File: src/rtl/program_counter_pkg.sv
// rtl/program_counter_pkg.sv - shared widths, reset vector and PC type for the program counter
//
// Constants:
//   PC_WIDTH        - architectural address width in bits
//   PC_RESET_VECTOR - address fetched first after reset
//   INSTR_BYTES     - byte stride between sequential instructions
// Types:
//   pc_t            - one PC_WIDTH-bit address
package program_counter_pkg;

  localparam int PC_WIDTH = 32;
  localparam logic [PC_WIDTH-1:0] PC_RESET_VECTOR = 32'h0000_0000;
  localparam int INSTR_BYTES = 4;

  typedef logic [PC_WIDTH-1:0] pc_t;

  // Sequential successor of an address; unsigned, wraps modulo 2^PC_WIDTH.
  function automatic pc_t next_seq_pc(input pc_t pc);
    return pc + pc_t'(INSTR_BYTES);
  endfunction

endpackage

File: src/rtl/pc_align_check.sv
// rtl/pc_align_check.sv - word-alignment flag for the PC plus a load-time alignment warning
//
// Instantiated by program_counter only when PC_ALIGN_CHECK_EN is defined.
// Ports:
//   clk           - clock; the warning is evaluated on its rising edge
//   reset         - synchronous active-high reset; suppresses the warning
//   pc_in_low     - low two bits of the value about to be loaded
//   pc_out_low    - low two bits of the current PC
//   pc_misaligned - 1 when the current PC is not a multiple of four
module pc_align_check (
  input  logic       clk,
  input  logic       reset,
  input  logic [1:0] pc_in_low,
  input  logic [1:0] pc_out_low,
  output logic       pc_misaligned
);

  // Pure observation: the stored PC is never altered, only flagged.
  assign pc_misaligned = |pc_out_low;

`ifndef SYNTHESIS
  // Misaligned targets are legal to load, so this only warns.
  property p_aligned_load;
    @(posedge clk) disable iff (reset) (pc_in_low == 2'b00);
  endproperty

  a_aligned_load : assert property (p_aligned_load)
    else $warning("pc_align_check: non-word-aligned PC loaded (low bits %b)", pc_in_low);
`endif

endmodule

File: src/rtl/program_counter.sv
// rtl/program_counter.sv - architectural PC register with sequential-successor output
//
// Optional feature macro: PC_ALIGN_CHECK_EN (adds pc_misaligned and a load-time warning).
// Parameters:
//   WIDTH        - address width in bits
//   RESET_VECTOR - value loaded on reset, truncated or zero-extended to WIDTH
// Ports:
//   clk           - single clock, all updates on the rising edge
//   reset         - synchronous active-high reset, priority over pc_in
//   pc_in         - next PC selected upstream (sequential, branch or jump)
//   pc_out        - current PC, registered
//   pc_plus4      - pc_out + 4, combinational, wraps modulo 2^WIDTH
//   pc_misaligned - |pc_out[1:0] (PC_ALIGN_CHECK_EN only)
module program_counter
  import program_counter_pkg::*;
#(
  parameter int WIDTH = PC_WIDTH,
  parameter logic [PC_WIDTH-1:0] RESET_VECTOR = PC_RESET_VECTOR
) (
  input  logic             clk,
  input  logic             reset,
  input  logic [WIDTH-1:0] pc_in,
  output logic [WIDTH-1:0] pc_out,
  output logic [WIDTH-1:0] pc_plus4
`ifdef PC_ALIGN_CHECK_EN
  ,
  output logic             pc_misaligned
`endif
);

  // Adapt the package-width vector to WIDTH (truncate or zero-extend).
  localparam logic [WIDTH-1:0] RESET_VAL = WIDTH'(RESET_VECTOR);
  localparam logic [WIDTH-1:0] STRIDE    = WIDTH'(INSTR_BYTES);

  // No enable and no masking: every edge loads pc_in verbatim unless in reset.
  // No initial value is given on purpose; the PC is undefined until first reset.
  always_ff @(posedge clk) begin
    if (reset) begin
      pc_out <= RESET_VAL;
    end else begin
      pc_out <= pc_in;
    end
  end

  // Depends only on the register, never on pc_in or reset.
  assign pc_plus4 = pc_out + STRIDE;

`ifdef PC_ALIGN_CHECK_EN
  pc_align_check u_align_check (
    .clk           (clk),
    .reset         (reset),
    .pc_in_low     (pc_in[1:0]),
    .pc_out_low    (pc_out[1:0]),
    .pc_misaligned (pc_misaligned)
  );
`endif

endmodule

File: config.mk
export PLATFORM = sky130hd
export DESIGN_NAME = program_counter
export DESIGN_NICKNAME = d
export VERILOG_FILES = /design/src/rtl/program_counter_pkg.sv /design/src/rtl/pc_align_check.sv /design/src/rtl/program_counter.sv
export SDC_FILE = /design/constraint.sdc
export NUM_CORES = 1
export LEC_CHECK = 0
export BUFFER_PORTS_ARGS = -buffer_cell sky130_fd_sc_hd__clkbuf_2
export CAP_MARGIN = 20
export CORE_ASPECT_RATIO = 2
export CORE_MARGIN = 3
export CORE_UTILIZATION = 40
export DETAILED_ROUTE_END_ITERATION = 8
export GPL_ROUTABILITY_DRIVEN = 1
export PLACE_DENSITY = 0.78
export SYNTH_ARGS = -nofsm -noshare
export SYNTH_HDL_FRONTEND = slang
export SYNTH_SLANG_ARGS = --single-unit
export TNS_END_PERCENT = 50
File: constraint.sdc
create_clock -name clk -period 4.78 [get_ports clk]
set_clock_uncertainty 0.05 [all_clocks]
set_input_delay 0.478 -clock clk [delete_from_list [all_inputs] [get_ports clk]]
set_output_delay 0.478 -clock clk [all_outputs]
set_load 0.005 [all_outputs]
Word-level counts from Yosys, hierarchy flattened
Index checks and enable logic that the tools add are counted.

word-level totals
  flip-flop bits (word level) = 32
  latch bits = 0
  RAM bits = 0
  memory bits (read-only) = 0
  bits of input ports = 34
  output and inout bits = 64
  logic and storage cells = 2
  memories = 0

operators by class
  $add $sub $neg = 1
  multipliers = 0
  div/mod/pow operators = 0
  order comparisons = 0
  eq/ne operators = 0
  shift operators = 0
  mux-type cells = 0
  bitwise logic cells = 0
  reduce and logical (&&, ||, !) cells = 0

operator list
  kind                   count
  $add 32x3->32 const B  1

Logic depth before layout (Yosys ltp)
  word-level depth = 1
  mapped depth = 5

Worst setup path before layout
No wires, ideal clock.

  path kind = register -> output
  from = reg pc_out[2]
  to = out pc_plus4[28]
  data arrival time = 1.437 ns
  setup slack = 2.815 ns
  stages on the path, launching flop included = 6
  buffers on the path = 0
  cells stage by stage = dfxtp_1 -> ha_1 -> nand3_1 -> nor4_4 -> nand4_1 -> xnor2_1

on the way
  longest elaborated chain between the ends = 1

RTL lines
  element                   RTL line               source
  start: declaration        program_counter.sv:23  output logic [WIDTH-1:0] pc_out,
  start signal: assignment  program_counter.sv:41  pc_out <= pc_in;
  $add 32x3->32             program_counter.sv:46  assign pc_plus4 = pc_out + STRIDE;
  end: declaration          program_counter.sv:24  output logic [WIDTH-1:0] pc_plus4

No other way between the ends.

Worst setup path after layout
  from = reg pc_out[2]
  to = out pc_plus4[30]

Same word-level chain as after synthesis.

==> impl_metrics.ini <==
[outcome]
run_status = finished, final reports clean

[pwr]
p_leak_nw = 0.9995
comb_power_share_pct = 12.2
power_frac_clock_pct = 35.7
ir_drop_uv = 203.3
switching_share_pct = 23.62
power_density_nw_per_um2 = 280.6
p_int_mw = 0.4382
p_seq_share_pct = 52.1
p_sw_mw = 0.1355

[logic_synthesis]
syn-num-nets = 185
avgSynthCellArea_um2 = 9.551
synth-edff-count = 0
synth_top_family_by_area = simple AND/OR/NAND/NOR gates
synthXorXnorAreaFrac_pct = 17.12
ys.flop_type = dfxtp_1
yosys-top-cells-area = dfxtp_1, nor2b_1, xnor2_1, xor2_1, nand4_1
synth_cell_types = 21
yosys.area_share.simple_pct = 34.93
synth-seq-cells = 32
synth_mux_area_share_pct = 0
yosys_warnings = 0
synthArstFlopShare_pct = 0
synth_compound_area_share_pct = 0
yosysTopAreaCellShare_pct = 44.72
yosysTopAreaCell = dfxtp_1
yosysSeqAreaShare_pct = 44.72
syn-cell-area_um2 = 1433
syn-instance-count = 150
synth_fa_ha_area_share_pct = 0.8734

[clock_network]
ctsResizeCount = 0
clock-sinks = 32
numCtsBuffers = 5
cts_tree = done
cts_setup_buffers = 0
clk_path_buf_depth = 2
cts-htree-levels = 2
ctsHoldBuffers = 0
path_clk_slew_ns = 0.06
root_buffer = clkbuf_8

[cells_and_area]
largest_reg_flops = 32
fin_util_pct = 59.85
largestRegisters = pc_out (32)
diodes = 0
drive_gt1_share_pct = 44.80
final_nets = 284
largest-register = pc_out
area_growth_pct = 42.71

[placed_design]
port_buffers = 97
gp_congestion = 0.8335
dp_hpwl_um = 2941

[detailed_routing]
wire_per_inst_um = 11.75
antenna_left = 0
drtPass1Iterations = 4
vias_per_cell = 4.570
routed_wl_um = 3501
route.detailed.drc = 0
vias = 1362
dr.first_iter.drc_count = 5

[sta]
slew_headroom_pct = 59.70
fin_crit_sh_pct = 53.66
grt_setup_unrepaired = false
fin_setup_tns_ns = 0
max_freq_mhz = 389.8
hold_violations = 0
fin_crit_ns = 2.565
final-setup-viol-count = 0
worst_slew_pin_slew_ns = 0.6045
drv_slew = 0

[global_route]
first_global_vias = 1304
grt_pass1_wl_um = 5609
grtUsageTotal_pct = 16.51
grt_max_degree = 33
grt_overflow = 0
antenna_found_initial = 0

[worst_hold_path]
hp-class = input port to register

[worst_setup_path]
crit_path_end_kind = output port
crit_fanout = 8
crit_type = register to output port
start_kind = register
critPathRequiredTime_ns = 4.25
worst_ep_arrival_time_ns = 2.04

[floorplanning]
die_w_um = 48.32
io_pins = 98
die_height_um = 90.64
core_um2 = 3416
start_util_pct = 41.94
fp-row-count = 30
floorplan.die_area_um2 = 4379

[flow_run]
maxCapViolCount = 0
[layout by cell type, fill, tap and decap left out]
cell type  netlist  layout
nor2b_1         32      32
nor4_4           2       2
nor3_1           3       3
nand3_2          1       1
clkbuf_8         0       6
clkinv_2         0       2
or2_2            2       2
nor2_1           7       7
dfxtp_1         32      32
and2_1           1       1
and3_1           2       2
nand3_1         10      10
clkbuf_2         0      97
xnor2_1         21      21
nand2_1         10      10
inv_1            2       2
and4_1           1       1
and4_2           1       1
nand4_1          9       9
ha_1             1       1
nand4_2          1       1
xor2_1           7       7
[per-stage QoR]
step	std cells	hold slack (ns)	total power [mW]	setup WS [ns]	area, um^2
floorplan	150	0.4996	0.3316	2.815	1433
CTS	298	0.3438	0.5834	2.173	2044
global placement	290	0.6372	0.3747	2.552	1952
global route	298	0.3524	0.6042	1.952	2044
detailed placement	290	0.6400	0.3761	2.480	1952
finish	298	0.3553	0.5737	2.215	2044
[routing by layer]
metal  part of all wire [%]  vias to the layer above  global-route usage [%]
li1                       -                      690                       -
met1                     31                      608                   12.73
met2                     61                       59                   34.68
met3                    6.4                        5                   3.636
met4                    1.9                        0                   9.264
met5                      0                        -                       0
[final cells by class]
| class | instances | area (um^2) |
|---|---|---|
| Clock buffer | 6 | 82.58 |
| Clock inverter | 2 | 10.01 |
| Fill cell | 325 | 1371 |
| Inverter | 2 | 7.507 |
| Multi-Input combinational cell | 111 | 758.2 |
| Sequential cell | 32 | 640.6 |
| Tap cell | 48 | 60.06 |
| Timing Repair Buffer | 97 | 485.5 |
[logic make-up (layout without fill, tap and decap cells)]
| kind of cell | Yosys count | after routing |
|---|---|---|
| xor gates and xnor gates | 28 | 28 |
| DFF | 32 | 32 |
| and+or+nand+nor | 82 | 82 |
| adders and majority gates | 1 | 1 |
| buffers and inverters | 7 | 107 |
[power by group through the flow]
stage,Combinational (mW),Sequential [mW],Clock (mW)
CTS,0.0712,0.299,0.213
global route,0.0769,0.301,0.226
floorplan,0.0278,0.304,0
finish,0.0697,0.299,0.205
global placement,0.0702,0.304,0
detailed placement,0.0710,0.305,0
[synthesized netlist by cell type (2+ instances only)]
cell       n
and3_1     2
buf_4      2
clkbuf_1   3
dfxtp_1   32
inv_1      2
nand2_1   10
nand3_1   10
nand4_1    9
nor2_1     7
nor2b_1   32
nor3_1     3
nor4_4     2
or2_2      2
xnor2_1   21
xor2_1     7
[path summary, 6_finish.rpt]
kind	start	endpoint	slack, ns	cells past startpoint
max	pc_out[2]	pc_plus4[30]	2.21	6
min	pc_in[10]	pc_out[10]	0.36	2
[worst max-delay path: stages, from the launching register on]
cell and delay, ns:
dfxtp_1 0.40, ha_1 0.21, nand3_1 0.23, nor4_4 0.45, nand3_1 0.18, xnor2_1 0.16, clkbuf_2 0.13
No activity file was read; power rests on OpenSTA's default activity.
